File: src/rtl/fifo_pkg.sv
// Shared definitions for the width-converting FIFO family: ratio constant,
// flag bundle type and elaboration-time helper functions.
package fifo_pkg;

  // Number of read words carried by one write word in the 4-in / 2-out FIFO.
  localparam int RATIO_W4R2 = 2;

  // Status flags presented to the consumer/producer.
  typedef struct packed {
    logic full;
    logic empty;
    logic almost_full;
    logic almost_empty;
  } fifo_flags_t;

  // Ceiling log2, used to size address buses from a depth.
  function automatic int clog2(input int value);
    int result;
    result = 0;
    for (int v = value - 1; v > 0; v = v >> 1) begin
      result = result + 1;
    end
    return result;
  endfunction

  // Compare value for the almost flags, expressed in read words.
  // AlmostFull compares against the fill level leaving `amflag` free write
  // words; AlmostEmpty compares directly against `amflag` read words.
  function automatic int flag_threshold(input int numwordsw,
                                        input int amflag,
                                        input bit for_almost_full);
    int result;
    if (for_almost_full) begin
      result = RATIO_W4R2 * (numwordsw - amflag);
    end else begin
      result = amflag;
    end
    return result;
  endfunction

endpackage

File: src/rtl/fifo_ram_w4r2.sv
// Storage array for the 4-in / 2-out FIFO: synchronous write, asynchronous
// read. Half-word selection and the output register live in the top level.
module fifo_ram_w4r2
  import fifo_pkg::*;
#(
  parameter int DEPTH = 16,
  parameter int WIDTH = 4,
  parameter int AW    = clog2(DEPTH)
) (
  input  logic             clk,
  input  logic             we,
  input  logic [AW-1:0]    waddr,
  input  logic [WIDTH-1:0] wdata,
  input  logic [AW-1:0]    raddr,
  output logic [WIDTH-1:0] rdata
);

  logic [WIDTH-1:0] mem_q [DEPTH];

  // Word storage; contents are intentionally left unreset.
  always_ff @(posedge clk) begin
    if (we) begin
      mem_q[waddr] <= wdata;
    end
  end

  assign rdata = mem_q[raddr];

endmodule

File: src/rtl/fifo_scx_w4r2.sv
// Single-clock FIFO that accepts 4-bit words and returns them as two 2-bit
// words, low half first. Occupancy is tracked in read words so the flags can
// express the half-word left over after an odd number of reads.
module fifo_scx_w4r2
  import fifo_pkg::*;
#(
  parameter int module_widthw       = 4,
  parameter int module_widthr       = 2,
  parameter int module_widthuw      = 4,
  parameter int module_numwordsw    = 16,
  parameter int module_numwordsr    = 32,
  parameter int module_amfull_flag  = 1,
  parameter int module_amempty_flag = 1
) (
  input  logic                     Clock,
  input  logic                     Reset,
  input  logic [module_widthw-1:0] Data,
  input  logic                     WrEn,
  input  logic                     RdEn,
  input  logic                     RPReset,
  output logic [module_widthr-1:0] Q,
  output logic                     Full,
  output logic                     Empty,
  output logic                     AlmostFull,
  output logic                     AlmostEmpty
);

  localparam int AW    = module_widthuw;
  localparam int WP_W  = module_widthuw + 1;
  localparam int RP_W  = module_widthuw + 2;
  localparam int CNT_W = module_widthuw + 2;

  // Full once fewer than two read-word slots remain (no room for a write word).
  localparam logic [CNT_W-1:0] FULL_TH = CNT_W'(module_numwordsr - 2);
  localparam logic [CNT_W-1:0] AF_TH   =
    CNT_W'(flag_threshold(module_numwordsw, module_amfull_flag, 1'b1));
  localparam logic [CNT_W-1:0] AE_TH   =
    CNT_W'(flag_threshold(module_numwordsw, module_amempty_flag, 1'b0));

  logic [WP_W-1:0]          wr_ptr_q, wr_ptr_d;
  logic [RP_W-1:0]          rd_ptr_q, rd_ptr_d;
  logic [CNT_W-1:0]         cnt_q, cnt_d;
  logic [module_widthr-1:0] q_q, q_d;

  fifo_flags_t              flags_s;
  logic                     wr_acc_s;
  logic                     rd_acc_s;
  logic [CNT_W-1:0]         wr_inc_s;
  logic [CNT_W-1:0]         rd_dec_s;
  logic [CNT_W-1:0]         replay_cnt_s;
  logic [module_widthw-1:0] rd_word_s;
  logic [module_widthr-1:0] rd_half_s;
  logic                     unused_s;

  // Pointer wrap bits are kept for the documented pointer widths but never
  // needed for addressing.
  assign unused_s = wr_ptr_q[WP_W-1] ^ rd_ptr_q[RP_W-1];

  fifo_ram_w4r2 #(
    .DEPTH (module_numwordsw),
    .WIDTH (module_widthw),
    .AW    (AW)
  ) u_ram (
    .clk   (Clock),
    .we    (wr_acc_s),
    .waddr (wr_ptr_q[AW-1:0]),
    .wdata (Data),
    .raddr (rd_ptr_q[RP_W-2:1]),
    .rdata (rd_word_s)
  );

  // Status flags decoded from the registered occupancy.
  always_comb begin
    flags_s              = '0;
    flags_s.empty        = (cnt_q == '0);
    flags_s.full         = (cnt_q > FULL_TH);
    flags_s.almost_empty = (cnt_q <= AE_TH);
    flags_s.almost_full  = (cnt_q >= AF_TH);
  end

  assign Full        = flags_s.full;
  assign Empty       = flags_s.empty;
  assign AlmostFull  = flags_s.almost_full;
  assign AlmostEmpty = flags_s.almost_empty;
  assign Q           = q_q;

  // Acceptance of write and read requests; a pointer reset pre-empts reads.
  always_comb begin
    wr_acc_s = WrEn & ~flags_s.full;
    rd_acc_s = RdEn & ~flags_s.empty & ~RPReset;
    wr_inc_s = CNT_W'({wr_acc_s, 1'b0});
    rd_dec_s = CNT_W'(rd_acc_s);
    // After a pointer reset the FIFO holds everything from address 0 up to
    // the write position, including a write accepted on the same edge.
    replay_cnt_s = CNT_W'({wr_ptr_q[AW-1:0], 1'b0}) + wr_inc_s;
  end

  // Half-word select from the addressed storage word: low lane first.
  always_comb begin
    case (rd_ptr_q[0])
      1'b0:    rd_half_s = rd_word_s[module_widthr-1:0];
      1'b1:    rd_half_s = rd_word_s[module_widthw-1:module_widthr];
      default: rd_half_s = '0;
    endcase
  end

  // Next-state for pointers, occupancy and the output register.
  always_comb begin
    wr_ptr_d = wr_ptr_q;
    rd_ptr_d = rd_ptr_q;
    cnt_d    = cnt_q;
    q_d      = q_q;

    if (wr_acc_s) begin
      wr_ptr_d = wr_ptr_q + WP_W'(1);
    end else begin
      wr_ptr_d = wr_ptr_q;
    end

    if (RPReset) begin
      rd_ptr_d = '0;
      cnt_d    = replay_cnt_s;
    end else begin
      cnt_d = cnt_q + wr_inc_s - rd_dec_s;
      if (rd_acc_s) begin
        rd_ptr_d = rd_ptr_q + RP_W'(1);
      end else begin
        rd_ptr_d = rd_ptr_q;
      end
    end

    if (rd_acc_s) begin
      q_d = rd_half_s;
    end else begin
      q_d = q_q;
    end
  end

  // State registers with asynchronous active-low reset.
  always_ff @(posedge Clock or negedge Reset) begin
    if (!Reset) begin
      wr_ptr_q <= '0;
      rd_ptr_q <= '0;
      cnt_q    <= '0;
      q_q      <= '0;
    end else begin
      wr_ptr_q <= wr_ptr_d;
      rd_ptr_q <= rd_ptr_d;
      cnt_q    <= cnt_d;
      q_q      <= q_d;
    end
  end

endmodule
File: config.mk
export PLATFORM = sky130hd
export DESIGN_NAME = fifo_scx_w4r2
export DESIGN_NICKNAME = d
export VERILOG_FILES = /design/src/rtl/fifo_pkg.sv /design/src/rtl/fifo_ram_w4r2.sv /design/src/rtl/fifo_scx_w4r2.sv
export SDC_FILE = /design/constraint.sdc
export NUM_CORES = 1
export LEC_CHECK = 0
export ABC_AREA = 0
export BUFFER_PORTS_ARGS = -buffer_cell sky130_fd_sc_hd__buf_2
export CORE_AREA = 2 2 115 72
export CTS_BUF_LIST = sky130_fd_sc_hd__clkbuf_16
export CTS_CLUSTER_DIAMETER = 100
export DETAILED_ROUTE_END_ITERATION = 12
export DIE_AREA = 0 0 117 74
export HOLD_SLACK_MARGIN = 0.12
export PLACE_DENSITY = 0.68
export SYNTH_ARGS = -nofsm -noshare
export SYNTH_HDL_FRONTEND = slang
export SYNTH_SLANG_ARGS = --single-unit
File: constraint.sdc
create_clock -name Clock -period 3 [get_ports Clock]
set_input_delay 0.45 -clock Clock [delete_from_list [all_inputs] [get_ports Clock]]
set_output_delay 0.45 -clock Clock [all_outputs]
set_load 0.02 [all_outputs]
==> flow_summary.toml, run 1 <==
[pwr]
peakVddDrop_mv = 0.4346
power_density_nw_per_um2 = 871.7
p_switching_uw = 1071
swShare_pct = 28.56
combPwrFrac_pct = 25.1
leakagePower_uw = 0.001628
pwr-share-seq_pct = 40.2
clkPwrFrac_pct = 34.7
p_int_uw = 2679

[global_routing]
antenna_found_initial = 0
grt_pass1_vias = 1895
grtUsageTotal_pct = 18.25
grt_max_degree = 19
grt_pass1_wl_um = 10850
overflow = 0

[sta]
slew_headroom_pct = 55.58
rsz0062_at_grt = "no"
drv_slew = 0
skew_ns = 0.008448
fin_setup_tns_ns = 0
hold_viol_final = 0
final.min_clock_period_ns = 2.783
finalSetupViolCount = 0
fin_crit_sh_pct = 92.76
worst_pin_slew_ns = 0.6612
max_freq_mhz = 359.3
setup_slack_ns = 0.2172

[floorplanning]
die_h_um = 74
row_count = 25
start_util_pct = 48.70
dieArea_um2 = 8658
die_x_um = 117
coreArea_um2 = 7664
ioPinCount = 15

[min_path]
hold_depth = 3
min_from = "RdEn"
hold_path_end = "rd_ptr_q[1]"
hp-class = "in -> reg"

[synth]
synth_edf_count = 64
netlist_area_um2 = 3732
yosys-top-cells-count = "edfxtp_1, ha_1, inv_1, nor2_1, dfrtp_1"
synth_fp_nets = 268
synthTopCellsByArea = "edfxtp_1, dfrtp_1, mux4_1, ha_1, xnor2_1"
yosys.area.top_type = "edfxtp_1"
yosysSeqAreaShare_pct = 62.89
synth.distinct_cells = 40
async_reset_ff_share_pct = 20.99
yosysWarnings = 0
yosysMostFrequentCell = "edfxtp_1"
synth.top_cell.area_share_pct = 51.49
postSynthAreaPerCell_um2 = 15.55
ys_seq_elements = 81
postSynthCellCount = 240
synth-main-ff-cell = "edfxtp_1"

[detailed_routing]
wirelength_um = 6992
drcViolationCount = 0
via_per_inst = 5.279
drtIter0Drc = 165
detail_route.wl_per_cell_um = 18.55
drtPass1Iterations = 5
antenna_left = 0
dr_total_vias = 1990

[layout]
areaGrowthSynthToFinish_pct = 15.25
stdcell_count = 377
multi_input_area_um2 = 1252
layout.area.seq_um2 = 2347
nets = 292
diodes = 0
fillerInstances = 621
drive_above_1_share_pct = 17.10

[worst_setup_path]
worst_path_most_repeated_cell = "inv_1"
path_max_fanout = 4
worst_r2r_startpoint = "cnt_q[5]"
slowest_stage = "dfrtp_1"
crit_buf_inv = 4
r2r_end = "cnt_q[5]"
critical_path_required_ns = 3.21
ff2ff_path_depth = 14
cp_top_family = "adder cells"
start_kind = "flip-flop"
r2r_slack_ns = 0.22
cp_data_arrival_time_ns = 3.00
worst_path_largest_cell_delay_ns = 0.41
end_kind = "flip-flop"
worst-setup-path-type = "reg -> reg"
path_cells = "inv_1 > ha_1 > nand3_1 > a211oi_2 > inv_1 > ha_1 > inv_1 > ha_1 > inv_1 > fa_1 > o21bai_1 > a21oi_1 > xnor2_1 > o22ai_1"

[placed_design]
dp.final_hpwl_um = 4959
io_buffer_count = 14
dp_cells = 360
gp_routability_congestion = 0.8684
pre_cts_ws_ns = 0.2470

[clocking]
clk_pin_slew_ns = 0.06
htree_num_levels = 3
cts_resized = 0
cts_root_buf = "clkbuf_16"
ctsHoldBuffers = 1
cts_buffers = 9
clkLatencyLatePin_ns = 0.34
clock_sinks = 81
clk_path_buf_depth = 2
cts_setup_buffers = 0
cts_tree = "done"

[run_status]
status = "finished clean"

[flow_run]
maxCapViolations = 0
==> per-stage QoR <==
step / hold WS (ns) / area (um^2) / total power (uW) / utilization, %
2_1_floorplan: 0.1544 / 3732 / 2190 / -
3_3_place_gp: 0.4038 / 3933 / 2458 / 51.31
3_5_place_dp: 0.3973 / 3933 / 2462 / 51.31
4_1_cts: 0.4252 / 4302 / 3778 / 56.13
5_1_grt: 0.4521 / 4302 / 3949 / 56.13
6_report: 0.4360 / 4302 / 3750 / 56.13
==> registers in the layout, summed over array words and instances, names as in the netlist <==
signal / flops
wr_ptr_q: 4
cnt_q: 6
u_ram.mem_q: 64
Q: 2
rd_ptr_q: 5
==> worst register-to-register path, stage by stage (launching register included) <==
cell	delay [ns]
dfrtp_1	0.41
inv_1	0.13
ha_1	0.18
nand3_1	0.15
a211oi_2	0.28
inv_1	0.07
ha_1	0.26
inv_1	0.06
ha_1	0.16
inv_1	0.06
fa_1	0.40
o21bai_1	0.17
a21oi_1	0.10
xnor2_1	0.14
o22ai_1	0.09
==> worst max-delay path by stage <==
stage	endpoint	slack, ns	from	cells past startpoint
after floorplan	cnt_q[5]	0.17	cnt_q[2]	13
after global placement	cnt_q[5]	0.32	cnt_q[5]	14
after detailed placement	cnt_q[5]	0.25	cnt_q[5]	14
after CTS	cnt_q[5]	0.24	cnt_q[5]	14
after global routing	cnt_q[5]	0.04	cnt_q[5]	15
final	cnt_q[5]	0.22	cnt_q[5]	14
==> kinds of logic after synthesis <==
family          after synthesis  synth area share, %
xor+xnor                     12                2.816
simple gates                 54                6.772
fa+ha+maj                    19                6.571
buf+inv                      28                3.553
flops                        81                62.89
mux                          23                13.17
compound gates               23                4.224
==> metal layers <==
metal  part of all wire (%)  vias to the layer above  track usage (%)
met5                      0                        -                0
met4                    1.3                        0            6.667
met1                     54                      979            29.09
li1                       -                      959                -
met2                     39                       43            23.70
met3                    5.2                        9            5.216
==> layout by cell type, fill, tap and decap left out, types with 8 or more instances in the layout <==
master,synthesis,layout
nor2_1,18,18
buf_2,3,14
ha_1,18,18
dfrtp_1,17,17
mux4_1,15,15
xnor2_1,9,9
edfxtp_1,64,64
buf_4,0,8
nand2_1,15,15
clkbuf_16,0,9
inv_1,18,19
==> final cells by class <==
type | instances | area share, %
multi-input combinational | 131 | 29.12
clock buffer | 9 | 5.236
tap | 108 | 3.141
sequential | 81 | 54.57
clock inverter | 7 | 3.112
timing repair buffer | 23 | 3.258
inverter | 18 | 1.571
==> power by group through the flow <==
stage | Combinational [uW] | Clock [uW] | Sequential (uW)
after floorplan | 717 | 0 | 1470
after global placement | 934 | 0 | 1520
after detailed placement | 933 | 0 | 1530
after CTS | 945 | 1330 | 1510
after global routing | 1060 | 1360 | 1520
final | 941 | 1300 | 1510
Note: power is estimated with default switching activity, not from simulation.
==> run 2, diff against run 1 <==
Settings changed: CORE_AREA 2 2 115 72 to 2 2 137 85, DIE_AREA 0 0 117 74 to 0 0 139 87, PLACE_DENSITY 0.68 to default, SKIP_CTS_REPAIR_TIMING from default to 1.
==> run 2 against run 1 <==
Worst setup slack improved by 0.0035 ns. Fmax up 0.12%. Largest cell class unchanged. Critical path type unchanged. Cell count increased by 9.0%. Worst hold slack got worse by 0.022 ns. Routed wire length up 2.9%.
==> flow_summary.toml, run 2 (synthesized netlist as in run 1, its figures left out) <==
[worst_setup_path]
cp_data_arrival_time_ns = 2.99
slowest_stage = "dfrtp_1"
path_max_fanout = 4
path_cells = "inv_1 > ha_1 > nand3_1 > a211oi_2 > inv_1 > ha_1 > inv_1 > ha_1 > inv_1 > fa_1 > o21bai_1 > a21oi_1 > xnor2_1 > o22ai_1"
cp_top_family = "adder cells"
end_kind = "flip-flop"
crit_buf_inv = 4
critical_path_required_ns = 3.21
worst_path_largest_cell_delay_ns = 0.42
worst_path_most_repeated_cell = "inv_1"
start_kind = "flip-flop"
worst-setup-path-type = "reg -> reg"

[detailed_routing]
via_per_inst = 4.830
detail_route.wl_per_cell_um = 17.50
antenna_left = 0
drtPass1Iterations = 4
wirelength_um = 7193
drcViolationCount = 0
dr_total_vias = 1985
drtIter0Drc = 151

[layout]
diodes = 0
multi_input_area_um2 = 1252
mostFrequentLayoutCell = "edfxtp_1"
fillerInstances = 1039
areaGrowthSynthToFinish_pct = 14.55
drive_above_1_share_pct = 16.48
nets = 290
final_cell_mix = "edfxtp_1, inv_1, nor2_1, ha_1, dfrtp_1"
layout.area.seq_um2 = 2347
top_regs = "u_ram.mem_q (64), cnt_q (6), rd_ptr_q (5)"
largest_reg_flops = 64
top_register = "u_ram.mem_q"

[sta]
rsz0062_at_grt = "no"
fin_crit_sh_pct = 92.65
hold_viol_final = 0
drv_slew = 0
fin_setup_tns_ns = 0
slew_headroom_pct = 55.63
skew_ns = 0.008887
max_freq_mhz = 359.8
worst_pin_slew_ns = 0.6655
final.min_clock_period_ns = 2.779
finalSetupViolCount = 0

[floorplanning]
die_x_um = 139
ioPinCount = 15
coreArea_um2 = 10960
die_h_um = 87
dieArea_um2 = 12090
row_count = 30
start_util_pct = 34.05

[clocking]
htree_num_levels = 3
cts_root_buf = "clkbuf_16"
clk_pin_slew_ns = 0.06
cts_buffers = 9
clock_sinks = 81
clk_path_buf_depth = 2
clkLatencyLatePin_ns = 0.34
cts_tree = "done"

[global_routing]
grt_max_degree = 21
grt_pass1_wl_um = 11590
grtUsageTotal_pct = 13.30
grt_pass1_vias = 2076
overflow = 0
antenna_found_initial = 0

[pwr]
power_density_nw_per_um2 = 832.3
finalPower_uw = 3558
peakVddDrop_mv = 0.4616
leakagePower_uw = 0.001578

[placed_design]
io_buffer_count = 14
dp.final_hpwl_um = 5123
gp_routability_congestion = 0.7927

[min_path]
hp-class = "in -> reg"

[run_status]
status = "finished clean"

[flow_run]
maxCapViolations = 0
-- run 2: cell count changes in the layout (fill, tap and decap cells not counted) --
cell	change
buf_4	-2
bufinv_16	-3
clkinv_1	+1
clkinv_2	-2
clkinv_4	+1
clkinvlp_4	+2
inv_1	-1
inv_6	+1
inv_8	+1
-- run 2: final timing paths --
| check | startpoint | to | slack (ns) | cells after the start |
|---|---|---|---|---|
| max in group asynchronous | Reset | rd_ptr_q[0] | 2.13 | 2 |
| hold reg to reg | Q[0] | Q[0] | 0.54 | 2 |
| setup / recovery | cnt_q[5] | cnt_q[5] | 0.22 | 14 |
| hold / removal | RdEn | rd_ptr_q[1] | 0.41 | 3 |
| min in group asynchronous | Reset | wr_ptr_q[0] | 0.57 | 2 |
| setup reg to reg | cnt_q[5] | cnt_q[5] | 0.22 | 14 |
-- run 2: final cells by class --
class                           count  area share [%]
Sequential cell                    81           54.90
Multi-Input combinational cell    131           29.29
Clock buffer                        9           5.268
Tap cell                          144           4.214
Timing Repair Buffer               21           2.927
Clock inverter                      7           1.814
Inverter                           18           1.580
-- run 2: metal layers --
| metal | routed length (um) | share of wire [%] | up-vias | global-route usage, % |
|---|---|---|---|---|
| li1 | - | - | 952 | - |
| met1 | 3780 | 53 | 976 | 19.00 |
| met2 | 2826 | 39 | 48 | 17.87 |
| met3 | 479 | 6.7 | 9 | 5.388 |
| met4 | 108 | 1.5 | 0 | 5.510 |
| met5 | 0 | 0 | - | 0 |
-- run 2: metrics by stage --
stage	hold WS (ns)	cells	util (%)	instance area (um^2)	setup slack [ns]
floorplan	0.1544	240	-	3732	0.1673
global placement	0.3967	394	36.15	3963	0.2943
detailed placement	0.4010	394	36.15	3963	0.2478
CTS	0.02813	410	38.92	4265	0.2299
global route	0.4223	411	39.01	4275	0.02458
finish	0.4135	411	39.01	4275	0.2206
-- run 2: power breakdown --
part | total (uW) | internal [uW] | switching, uW
registers | 1510 | 1370 | 137
clock network | 1110 | 651 | 454
logic | 943 | 406 | 536
-- run 2: worst reg2reg max path: stages (launching register included) --
cell      delay [ns]
dfrtp_1         0.42
inv_1           0.14
ha_1            0.19
nand3_1         0.14
a211oi_2        0.27
inv_1           0.07
ha_1            0.26
inv_1           0.06
ha_1            0.16
inv_1           0.05
fa_1            0.39
o21bai_1        0.15
a21oi_1         0.10
xnor2_1         0.16
o22ai_1         0.09
==> run 3, diff against run 2 <==
Settings changed: ABC_AREA 0 to 1, CORE_AREA 2 2 137 85 to 2 2 141 88, DIE_AREA 0 0 139 87 to 0 0 143 90.
==> run 3 against run 2 <==
Fmax increased by 1.2%. Critical path depth decreased by 1. Synthesized area increased by 6.2%. Critical endpoint unchanged.
==> flow_summary.toml, run 3 <==
[run_status]
status = "finished clean"

[sta]
final.min_clock_period_ns = 2.747
worst_pin_slew_ns = 0.4519
drv_slew = 0
holdWs_ns = 0.4232
hold_viol_final = 0
max_freq_mhz = 364.0
fin_crit_sh_pct = 91.58
fin_setup_tns_ns = 0
slew_headroom_pct = 69.87
skew_ns = 0.006250
rsz0062_at_grt = "no"
finalSetupViolCount = 0

[clocking]
clock_sinks = 81
clk_pin_slew_ns = 0.06
cts_root_buf = "clkbuf_16"
cts_buffers = 9
htree_num_levels = 3
clkLatencyLatePin_ns = 0.34
cts_tree = "done"
clk_path_buf_depth = 2

[detailed_routing]
via_per_inst = 4.585
wirelength_um = 8295
antenna_left = 0
drcViolationCount = 0
dr_total_vias = 2673
drtIter0Drc = 241
detail_route.wl_per_cell_um = 14.23
drtPass1Iterations = 5

[synth]
yosys.area.top_type = "edfxtp_1"
async_reset_ff_share_pct = 20.99
yosysSeqAreaShare_pct = 59.24
synth_edf_count = 64
synth_fp_nets = 425
synthTopCellsByArea = "edfxtp_1, nand2_1, dfrtp_1, ha_1, nand3_1"
synth.distinct_cells = 33
yosys-top-cells-count = "nand2_1, edfxtp_1, inv_1"
ys_seq_elements = 81
yosysMostFrequentCell = "nand2_1"
postSynthAreaPerCell_um2 = 9.981
postSynthCellCount = 397
synth-main-ff-cell = "edfxtp_1"
synth.top_cell.area_share_pct = 48.50
yosysWarnings = 0
netlist_area_um2 = 3963

[layout]
top_regs = "u_ram.mem_q (64), cnt_q (6), rd_ptr_q (5)"
top_register = "u_ram.mem_q"
largest_reg_flops = 64
drive_above_1_share_pct = 12.20
final_cell_mix = "nand2_1, edfxtp_1, inv_1"
nets = 441
diodes = 0
areaGrowthSynthToFinish_pct = 12.82
mostFrequentLayoutCell = "nand2_1"
stdcell_count = 583
final_util_pct = 38.29

[placed_design]
gp_routability_congestion = 0.8383
dp_cells = 566
dp.final_hpwl_um = 5910
io_buffer_count = 14

[worst_setup_path]
ff2ff_path_depth = 13
slowest_stage = "dfrtp_1"
r2r_slack_ns = 0.25
worst_path_largest_cell_delay_ns = 0.43
worst_path_most_repeated_cell = "ha_1"
worst_r2r_startpoint = "cnt_q[2]"
worst-setup-path-type = "reg -> reg"
critical_path_required_ns = 3.22
cp_data_arrival_time_ns = 2.97
path_cells = "ha_1 > nand3_2 > nand2_1 > o21ai_1 > nand2_2 > ha_1 > inv_1 > ha_1 > inv_1 > fa_1 > o31ai_1 > xor2_1 > o22ai_1"
end_kind = "flip-flop"
r2r_end = "cnt_q[5]"
path_max_fanout = 5
start_kind = "flip-flop"

[floorplanning]
die_x_um = 143
ioPinCount = 15
row_count = 31
coreArea_um2 = 11670
die_h_um = 90
start_util_pct = 33.94
dieArea_um2 = 12870

[global_routing]
overflow = 0
grtUsageTotal_pct = 14.11
grt_pass1_wl_um = 13670
antenna_found_initial = 0
grt_max_degree = 33
grt_pass1_vias = 2606

[min_path]
hp-class = "in -> reg"
hold_path_end = "cnt_q[0]"
hold_depth = 2
min_from = "RPReset"

[flow_run]
maxCapViolations = 0

[pwr]
leakagePower_uw = 0.001915
peakVddDrop_mv = 0.3603
power_density_nw_per_um2 = 818.4
## run 3: logic make-up after synthesis
| logic type | after synthesis | synth area share (%) |
|---|---|---|
| AO/OA/AOI/OAI | 20 | 2.842 |
| XOR/XNOR | 6 | 1.326 |
| adder cells (fa/ha/maj) | 19 | 6.189 |
| buffers and inverters | 64 | 8.146 |
| flip-flops | 81 | 59.24 |
| AND/OR/NAND/NOR | 207 | 22.26 |
## run 3: where the power goes
part           switching [uW]  leakage (uW)  internal (uW)  total (uW)
Clock                     439      0.000155            728        1170
Combinational             661      0.000967            356        1020
Sequential                100      0.000793           1380        1480
## run 3: layout make-up
cell class	count	area (um^2)
well taps	165	206.4
fillers	1143	7204
repair buffers	18	102.6
inverters	51	201.4
multi-input cells	252	1292
clock inverters	7	95.09
clock buffers	9	225.2
flip-flops and latches	81	2347
## run 3: worst max path at each step
stage | startpoint | to | slack (ns) | cells after the start
final | cnt_q[2] | cnt_q[5] | 0.25 | 13
after global routing | cnt_q[2] | cnt_q[5] | 0.04 | 13
after CTS | cnt_q[2] | cnt_q[5] | 0.27 | 13
after detailed placement | cnt_q[2] | cnt_q[5] | 0.28 | 13
after global placement | cnt_q[2] | cnt_q[5] | 0.35 | 13
after floorplan | cnt_q[2] | cnt_q[5] | 0.35 | 13
## run 3: layer usage
metal	GRT usage, %	share of wire [%]	vias up
met5	0	0	-
met4	5.033	1.6	0
met3	3.889	5.6	12
met2	19.34	42	52
met1	21.18	51	1292
li1	-	-	1317
## run 3: metrics by stage
step | worst slack (ns) | cell area [um^2] | power, uW
after floorplan | 0.3497 | 3963 | 2258
after global placement | 0.3512 | 4140 | 2487
after detailed placement | 0.2771 | 4140 | 2507
after CTS | 0.2730 | 4461 | 3677
after global routing | 0.04389 | 4471 | 3897
final | 0.2527 | 4471 | 3659
## run 3: worst max-delay path, delay by kind of cell (launching register included)
| family | cells | cell delay (ns) |
|---|---|---|
| flops | 1 | 0.43 |
| buf+inv | 2 | 0.12 |
| compound gates | 3 | 0.53 |
| simple gates | 3 | 0.28 |
| xor+xnor | 1 | 0.17 |
| fa+ha+maj | 4 | 1.09 |
